## config.mk

```make
export PLATFORM = sky130hd
export DESIGN_NAME = irq_trap_ctrl
export DESIGN_NICKNAME = d
export VERILOG_FILES = /design/src/rtl/irq_trap_ctrl_pkg.sv /design/src/rtl/irq_trap_ctrl_sync_edge.sv /design/src/rtl/irq_trap_ctrl.sv
export SDC_FILE = /design/constraint.sdc
export NUM_CORES = 1
export LEC_CHECK = 0
export ABC_AREA = 0
export CORE_ASPECT_RATIO = 0.5
export CORE_UTILIZATION = 36
export CTS_CLUSTER_DIAMETER = 40
export CTS_CLUSTER_SIZE = 14
export DETAILED_ROUTE_END_ITERATION = 6
export PLACE_DENSITY_LB_ADDON = 0.15
export SLEW_MARGIN = 20
export SYNTH_ARGS = -nofsm -noshare
export SYNTH_HDL_FRONTEND = slang
export SYNTH_SLANG_ARGS = --single-unit
```

## constraint.sdc

```tcl
create_clock -name clk -period 1.7 [get_ports clk]
set_input_delay 0.255 -clock clk [delete_from_list [all_inputs] [get_ports clk]]
set_output_delay 0.255 -clock clk [all_outputs]
set_load 0.02 [all_outputs]
```

## src/rtl/irq_trap_ctrl_pkg.sv

```systemverilog
// Shared definitions for the trap/interrupt controller: FSM encoding, cause layout
// and the lowest-index priority encoder also used by the CSR block.
package irq_trap_ctrl_pkg;

  typedef enum logic [1:0] {
    ST_IDLE    = 2'd0,
    ST_DRAIN   = 2'd1,
    ST_TAKE    = 2'd2,
    ST_HANDLER = 2'd3
  } trap_state_e;

  localparam int   PRIO_W         = 5;     // index width for up to 32 sources
  localparam int   EXC_CAUSE_BASE = 1;     // cause 0 is reserved
  localparam logic CAUSE_IRQ_BIT  = 1'b1;  // cause MSB value marking an interrupt

  // Index of the lowest set bit; 0 when nothing is set (callers qualify with |v).
  function automatic logic [PRIO_W-1:0] prio_lowest(input logic [31:0] v);
    prio_lowest = '0;
    for (int i = 31; i >= 0; i--) begin
      if (v[i]) prio_lowest = PRIO_W'(i);
    end
  endfunction

endpackage

```

## src/rtl/irq_trap_ctrl_sync_edge.sv

```systemverilog
// Single-channel synchroniser for an asynchronous interrupt line, with rising-edge
// detection on the synchronised level.
module irq_trap_ctrl_sync_edge #(
  parameter int SYNC_STG = 2
) (
  input  logic clk,
  input  logic reset,
  input  logic din,
  output logic lvl,
  output logic rise
);

  logic [SYNC_STG-1:0] sync_q;
  logic                lvl_p1;

  always_ff @(posedge clk) begin
    if (!reset) begin
      sync_q <= '0;
      lvl_p1 <= 1'b0;
    end else begin
      sync_q <= {sync_q[SYNC_STG-2:0], din};
      lvl_p1 <= sync_q[SYNC_STG-1];
    end
  end

  assign lvl  = sync_q[SYNC_STG-1];
  assign rise = lvl & ~lvl_p1;

endmodule

```

## src/rtl/irq_trap_ctrl.sv

```systemverilog
// Trap/interrupt controller: maskable level/edge IRQ channels, synchronous exceptions
// with fixed priority, drain-before-entry for IRQs and handler tracking until mret.
module irq_trap_ctrl
  import irq_trap_ctrl_pkg::*;
#(
  parameter int               XLEN     = 32,
  parameter int               N_IRQ    = 8,
  parameter int               N_EXC    = 4,
  parameter logic [N_IRQ-1:0] IRQ_EDGE = '0,
  parameter int               SYNC_STG = 2
) (
  input  logic             clk,
  input  logic             reset,
  input  logic [N_IRQ-1:0] irq_in,
  input  logic [N_EXC-1:0] exc_vec,
  input  logic [XLEN-1:0]  exc_pc,
  input  logic [XLEN-1:0]  irq_pc,
  input  logic             glb_ie,
  input  logic             pipe_drained,
  input  logic             mret,
  input  logic             csr_we,
  input  logic             csr_sel,
  input  logic [N_IRQ-1:0] csr_wdata,
  output logic [N_IRQ-1:0] enable_out,
  output logic [N_IRQ-1:0] pending_out,
  output logic             flush_trap,
  output logic [XLEN-1:0]  trap_cause,
  output logic [XLEN-1:0]  trap_epc,
  output logic             in_handler
);

  trap_state_e       state_q, state_nxt;
  logic [N_IRQ-1:0]  enable_q, pending_q, pending_nxt;
  logic [N_IRQ-1:0]  irq_lvl, irq_rise, clr_mask, elig;
  logic [PRIO_W-1:0] irq_idx_q, irq_idx, exc_idx;
  logic [XLEN-1:0]   cause_q, epc_q, cause_nxt, epc_nxt;
  logic              take_irq_q, take_irq_nxt;
  logic              load_trap, latch_idx, exc_any, sel_elig;

  for (genvar g = 0; g < N_IRQ; g++) begin : g_sync
    irq_trap_ctrl_sync_edge #(.SYNC_STG(SYNC_STG)) u_sync (
      .clk  (clk),
      .reset(reset),
      .din  (irq_in[g]),
      .lvl  (irq_lvl[g]),
      .rise (irq_rise[g])
    );
  end

  // Edge channels: set wins over W1C and over the clear on IRQ entry.
  always_comb begin
    clr_mask = '0;
    if (csr_we && csr_sel) clr_mask = csr_wdata;
    if (state_q == ST_TAKE && take_irq_q) clr_mask = clr_mask | (N_IRQ'(1) << irq_idx_q);
    pending_nxt = (IRQ_EDGE & (irq_rise | (pending_q & ~clr_mask))) | (~IRQ_EDGE & irq_lvl);
  end

  assign elig     = pending_q & enable_q & {N_IRQ{glb_ie}};
  assign irq_idx  = prio_lowest(32'(elig));
  assign exc_any  = |exc_vec;
  assign exc_idx  = prio_lowest(32'(exc_vec));
  assign sel_elig = |(elig & (N_IRQ'(1) << irq_idx_q));

  always_comb begin
    state_nxt    = state_q;
    load_trap    = 1'b0;
    latch_idx    = 1'b0;
    take_irq_nxt = 1'b0;
    cause_nxt    = XLEN'(exc_idx) + XLEN'(EXC_CAUSE_BASE);
    epc_nxt      = exc_pc;
    unique case (state_q)
      ST_IDLE: begin
        if (exc_any) begin
          state_nxt = ST_TAKE;
          load_trap = 1'b1;
        end else if (|elig) begin
          state_nxt = ST_DRAIN;
          latch_idx = 1'b1;
        end
      end
      ST_DRAIN: begin
        if (exc_any) begin
          state_nxt = ST_TAKE;
          load_trap = 1'b1;
        end else if (!sel_elig) begin
          state_nxt = ST_IDLE;
        end else if (pipe_drained) begin
          state_nxt    = ST_TAKE;
          load_trap    = 1'b1;
          take_irq_nxt = 1'b1;
          cause_nxt    = {CAUSE_IRQ_BIT, (XLEN-1)'(irq_idx_q)};
          epc_nxt      = irq_pc;
        end
      end
      // The faulting instruction in flight is being flushed, so exc_vec is ignored here.
      ST_TAKE: state_nxt = ST_HANDLER;
      ST_HANDLER: begin
        if (exc_any) begin
          state_nxt = ST_TAKE;
          load_trap = 1'b1;
        end else if (mret) begin
          state_nxt = ST_IDLE;
        end
      end
      default: state_nxt = ST_IDLE;
    endcase
  end

  always_ff @(posedge clk) begin
    if (!reset) begin
      state_q    <= ST_IDLE;
      enable_q   <= '0;
      pending_q  <= '0;
      irq_idx_q  <= '0;
      take_irq_q <= 1'b0;
      cause_q    <= '0;
      epc_q      <= '0;
    end else begin
      state_q   <= state_nxt;
      pending_q <= pending_nxt;
      if (csr_we && !csr_sel) enable_q <= csr_wdata;
      if (latch_idx) irq_idx_q <= irq_idx;
      if (load_trap) begin
        take_irq_q <= take_irq_nxt;
        cause_q    <= cause_nxt;
        epc_q      <= epc_nxt;
      end
    end
  end

  assign enable_out  = enable_q;
  assign pending_out = pending_q;
  assign flush_trap  = (state_q == ST_TAKE);
  assign in_handler  = (state_q == ST_HANDLER);
  assign trap_cause  = cause_q;
  assign trap_epc    = epc_q;

endmodule

```

---- Word-level counts from Yosys, hierarchy flattened ----
Cells that the tools add are included.
storage, ports and cells
  register bits ........................... 103
  output and inout port bits .............. 82
  word-level logic and storage cells ...... 69
operators by class
  add/sub/neg operators ................... 1
  equality and inequality tests ........... 6
  shifts and indexed selects .............. 1
  mux-type cells .......................... 36
  bitwise logic cells ..................... 3
  reduce and logical (&&, ||, !) cells .... 8
operator list
  cell                                                                   count
  32-bit two-way mux                                                     8
  5-bit two-way mux                                                      9
  8-bit bitwise AND                                                      3
  2-bit two-way mux                                                      8
  8-bit OR reduction                                                     2
  2-bit one-hot mux with 4 select lines                                  1
  1-bit by 5-bit left shift with 8-bit output, first input constant      1
  1-bit two-way mux                                                      7
  5-bit by 1-bit adder with 6-bit output, second input constant          1
  3-bit two-way mux                                                      2
  2-bit equality test, second input constant                             2
  4-bit != test, second input constant                                   1
  4-bit OR reduction                                                     1
  3-bit by 2-bit != test with 1-bit output, second input constant        1
  3-bit != test, second input constant                                   1
  3-bit AND reduction                                                    1
  2-bit by 1-bit equality test with 1-bit output, second input constant  1
  2-bit logical NOT                                                      1
  1-bit one-hot mux with 2 select lines                                  1
  2-bit OR reduction                                                     1
  1-bit logical AND                                                      1
  1-bit logical NOT                                                      1

---- Logic depth before layout (Yosys ltp) ----
  depth after elaboration ................. 10
  depth in mapped cells ................... 9
  mapped depth without buffers ............ 7

---- By module ----
A second synthesis with hierarchy kept.
second synthesis, totals
  cells, all modules ...................... 414
  area, all modules ....................... 3613.5 um2
modules (own cells, without submodules)
  module                   times used  cells each  area each (um2)  sequential area each (um2)
  irq_trap_ctrl            1           358         2872.8           1141.1
  irq_trap_ctrl_sync_edge  8           7           92.6             60.1

---- Least setup slack after synthesis ----
No wires, ideal clock.
  path kind ............................... reg-to-reg
  start ................................... register enable_q[0], in the netlist enable_out[0]
  end ..................................... register epc_q[10], in the netlist trap_epc[10]
  library setup time ...................... 0.132 ns
  arrival ................................. 1.798 ns
  path slack .............................. -0.231 ns
  cell stages (with the launch flop) ...... 9
  cell sequence ........................... dfxtp_1 > nand2_1 > o311ai_1 > o221ai_2 > nor3_2 > buf_6 > buf_8 > mux2i_1 > a21oi_1
on the way
  cells in the longest elaborated chain, start to end .. 7
RTL lines
  what                                                                                line                  RTL
  start, declared                                                                     irq_trap_ctrl.sv:33   logic [N_IRQ-1:0] enable_q, pending_q, pending_nxt;
  start signal, assigned                                                              irq_trap_ctrl.sv:121  if (csr_we && !csr_sel) enable_q <= csr_wdata;
  8-bit bitwise AND * (2 in series)                                                   irq_trap_ctrl.sv:58   assign elig = pending_q & enable_q & {N_IRQ{glb_ie}};
  8-bit bitwise AND *                                                                 irq_trap_ctrl.sv:62   assign sel_elig = |(elig & (N_IRQ'(1) << irq_idx_q));
  8-bit OR reduction *                                                                irq_trap_ctrl.sv:62
  1-bit two-way mux / 32-bit two-way mux (equally long branches)                      -
  1-bit two-way mux / 32-bit two-way mux (equally long branches)                      irq_trap_ctrl.sv:82   if (exc_any) begin
  1-bit one-hot mux with 2 select lines / 32-bit two-way mux (equally long branches)  irq_trap_ctrl.sv:71   unique case (state_q)
  end signal, assigned                                                                irq_trap_ctrl.sv:126  epc_q <= epc_nxt;
  end, declared                                                                       irq_trap_ctrl.sv:36   logic [XLEN-1:0] cause_q, epc_q, cause_nxt, epc_nxt;
Mark *: on every way between the ends. The rest lies on a longest branch, timed or not.
A chain may end at the register's enable or synchronous reset.

---- Final worst setup path ----
  start ................................... register irq_idx_q[0]
  end ..................................... register cause_q[31], in the netlist trap_cause[31]
on the way
  cells in the longest elaborated chain, start to end .. 6
RTL lines
  what                                                                                line                  RTL
  start, declared                                                                     irq_trap_ctrl.sv:35   logic [PRIO_W-1:0] irq_idx_q, irq_idx, exc_idx;
  start signal, assigned                                                              irq_trap_ctrl.sv:122  if (latch_idx) irq_idx_q <= irq_idx;
  1-bit by 5-bit left shift with 8-bit output *                                       irq_trap_ctrl.sv:62
  8-bit bitwise AND *                                                                 irq_trap_ctrl.sv:62
  8-bit OR reduction *                                                                irq_trap_ctrl.sv:62
  1-bit two-way mux / 32-bit two-way mux (equally long branches)                      -
  1-bit two-way mux / 32-bit two-way mux (equally long branches)                      irq_trap_ctrl.sv:82
  1-bit one-hot mux with 2 select lines / 32-bit two-way mux (equally long branches)  irq_trap_ctrl.sv:71
  end signal, assigned                                                                irq_trap_ctrl.sv:125  cause_q <= cause_nxt;
  end, declared                                                                       irq_trap_ctrl.sv:36
Marked as above.

==> impl_metrics.json <==
{
  "gp_congestion": 0.861,
  "crit_fanout": 9,
  "detail_route.wl_per_cell_um": 13.7,
  "syn_area_sq_mm": 0.00329,
  "grt.overflow.total": 0,
  "postSynthAreaPerCell_sq_um": 9.53,
  "rsz0062_at_grt": "yes",
  "required_ns": 1.91,
  "cts_tree": "built",
  "track_usage_pct": 19.5,
  "final.setup.tns_ns": -6.15,
  "fin_skew_ns": 0.00754,
  "fin_crit_sh_pct": 112,
  "internal_power_mw": 4.27,
  "cp.arrival_ns": 2.11,
  "clk_latency_ns": 0.33,
  "dr_total_vias": 3172,
  "area_delta_synth_final_pct": 77.3,
  "wl_mm": 9.16,
  "syn_inst": 345,
  "worst_slack_ns": -0.199,
  "ant_nets": 0,
  "dr_wl_met3_um": 651,
  "drt_iter0_markers": 135,
  "worstSetupPathType": "register to register",
  "core_area_sq_mm": 0.00877,
  "clk_pin_slew_ns": 0.06,
  "power_frac_comb_pct": 32.2,
  "highest_layer": "met4",
  "drc_errors": 0,
  "port_buffers": 144,
  "die_y_um": 69.6,
  "cts_max_level": 3,
  "power_switching_mw": 1.82,
  "violations": "setup timing",
  "via_per_inst": 4.76,
  "critPathLaunchType": "register",
  "yosysSeqAreaShare_pct": 44.5,
  "layout_common_cells": "132 x clkdlybuf4s50_1, 65 x dfxtp_1, 50 x buf_4",
  "place_area_sq_mm": 0.00515,
  "cts_sinks": 73,
  "cts_root_buf": "clkbuf_16",
  "hpwlAfterDp_mm": 6.29,
  "layout_commonest_cell": "clkdlybuf4s50_1",
  "layout-drive-gt1-share_pct": 21.6,
  "grt_pass1_wl_mm": 14.4,
  "grt_max_degree": 27,
  "core.rowCount": 24,
  "drt-met1-wl_mm": 3.98,
  "route.met2.wl_mm": 4.42,
  "start_util_pct": 37.5,
  "post-place-ws_ns": -0.474,
  "pwr-share-seq_pct": 33.9,
  "dr.pass1.iters": 4,
  "critPathLaunch": "irq_idx_q[0]$_SDFFE_PN0P_",
  "setup_viol_count_final": 38,
  "post-route-cell-area_sq_mm": 0.00583,
  "irDropWorstVdd_uv": 546,
  "slew_violations": 0,
  "fin_nets": 641,
  "numCtsBuffers": 9,
  "ys_ff_latch": 73,
  "fmax_ghz": 0.526,
  "fin_crit_ns": 1.90,
  "ios": 173,
  "p_per_area_mw_per_mm2": 1040,
  "grt_pass1_vias": 2998,
  "status": "finished with violations",
  "sw_frac_of_total_pct": 30.0,
  "hp-start": "reset",
  "rr_startpoint": "irq_idx_q[0]$_SDFFE_PN0P_",
  "maxCapViolCount": 0,
  "power_mw": 6.09,
  "p_leak_nw": 2.40,
  "die-area_sq_mm": 0.00954,
  "diodes": 0,
  "clockBufferDepth": 2,
  "clkPwrFrac_pct": 33.9,
  "endpoint_kind": "register",
  "holdWs_ns": 0.372,
  "die-width_um": 137,
  "antenna_found_initial": 0,
  "synth_cell_type_count": 40,
  "hold_class": "input pin to register",
  "yosysWarnings": 0,
  "hold_viol": 0
}
==> metal layers <==
layer / global-route usage (%) / vias up
li1: - / 1557
met3: 6.36 / 12
met2: 32.0 / 127
met4: 5.62 / 0
met5: 0 / -
met1: 24.3 / 1476
==> path summary, 6_finish.rpt <==
check | endpoint | slack (ns) | depth (start not counted)
worst max-delay path | trap_cause[31]$_SDFFE_PN0P_ | -0.20 | 9
worst min-delay path | irq_idx_q[1]$_SDFFE_PN0P_ | 0.37 | 2
worst max register to register | trap_cause[31]$_SDFFE_PN0P_ | -0.20 | 9
worst min register to register | pending_out[0]$_SDFF_PN0_ | 0.43 | 1
==> what timing repair did <==
item                       in CTS  in global routing
hold buffers                    0                  0
resized for setup              18                 42
hold endpoints to repair        0                  0
buffers inserted                7                  4
cloned                          2                  2
pin swaps                       7                 14
setup endpoints to repair      44                 43
==> final cells by class <==
type / count / area, sq um
fillers: 732 / 2940
repair buffers: 212 / 2130
multi-input cells: 241 / 1710
flip-flops and latches: 73 / 1480
clock buffers: 9 / 225
well taps: 117 / 146
clock inverters: 7 / 101
inverters: 8 / 30.0
==> power groups by stage <==
stage	clock network [mW]	registers (mW)	logic, mW
after floorplan	0	2.34	0.580
after global placement	0	2.09	1.62
after detailed placement	0	2.08	1.64
after CTS	2.10	2.05	1.88
after global routing	2.17	2.09	2.09
final	2.07	2.06	1.96
==> cell families after synthesis <==
group / share of synthesized area [%]
AO/OA/AOI/OAI: 18.6
flip-flops: 44.5
AND/OR/NAND/NOR: 10.6
buffers and inverters: 11.2
multiplexers: 13.1
adder cells (fa/ha/maj): 1.90
other: 0.114
==> flip-flops by register name (all words and copies together) (netlist names) <==
name,count
trap_cause,4
pending_out,8
irq_idx_q,3
trap_epc,32
enable_out,8
state_q,2
g_sync.u_sync.sync_q,16
==> synthesized netlist by cell type <==
| cell type | n | area, sq um |
|---|---|---|
| nand2_1 | 9 | 33.8 |
| o41ai_1 | 1 | 8.76 |
| and2_1 | 25 | 156 |
| mux2i_1 | 43 | 430 |
| nand3b_1 | 2 | 15.0 |
| conb_1 | 1 | 3.75 |
| o32ai_1 | 1 | 8.76 |
| nand3_1 | 3 | 15.0 |
| o311ai_1 | 1 | 8.76 |
| o221ai_2 | 1 | 15.0 |
| a31oi_1 | 1 | 6.26 |
| nor2b_1 | 2 | 12.5 |
| nor2_1 | 14 | 52.6 |
| a21oi_1 | 44 | 220 |
| a21o_1 | 1 | 7.51 |
| nor3_2 | 1 | 10.0 |
| buf_8 | 3 | 45.0 |
| inv_1 | 8 | 30.0 |
| a32oi_1 | 1 | 8.76 |
| nand4b_1 | 1 | 8.76 |
| buf_4 | 28 | 210 |
| o22a_1 | 1 | 8.76 |
| buf_6 | 1 | 11.3 |
| o221a_2 | 1 | 11.3 |
| o22ai_2 | 1 | 12.5 |
| nand4_1 | 2 | 12.5 |
| nor3_1 | 1 | 5.00 |
| buf_2 | 4 | 20.0 |
| o311ai_2 | 1 | 16.3 |
| o2111ai_1 | 1 | 8.76 |
| a22o_1 | 5 | 43.8 |
| o31ai_2 | 1 | 12.5 |
| nor4_1 | 1 | 6.26 |
| o21ai_1 | 5 | 25.0 |
| a311oi_1 | 2 | 17.5 |
| nor4_4 | 1 | 21.3 |
| ha_1 | 5 | 62.6 |
| dfxtp_1 | 73 | 1460 |
| clkbuf_1 | 14 | 52.6 |
| o21ai_0 | 34 | 170 |
==> through the flow <==
step                utilization, %  cells
detailed placement            58.8    638
finish                        66.5    667
floorplan                        -    372
CTS                           64.4    663
global route                  66.5    667
global placement              58.8    638
==> worst max-delay path, stage by stage (launching register included) <==
cell and delay [ns]:
dfxtp_4 0.37, buf_6 0.12, o311ai_4 0.26, o221ai_4 0.20, buf_6 0.16, o22ai_4 0.16, buf_12 0.17, buf_4 0.12
mux2i_1 0.16, nor2_1 0.05
No activity file was read; power rests on OpenSTA's default activity.
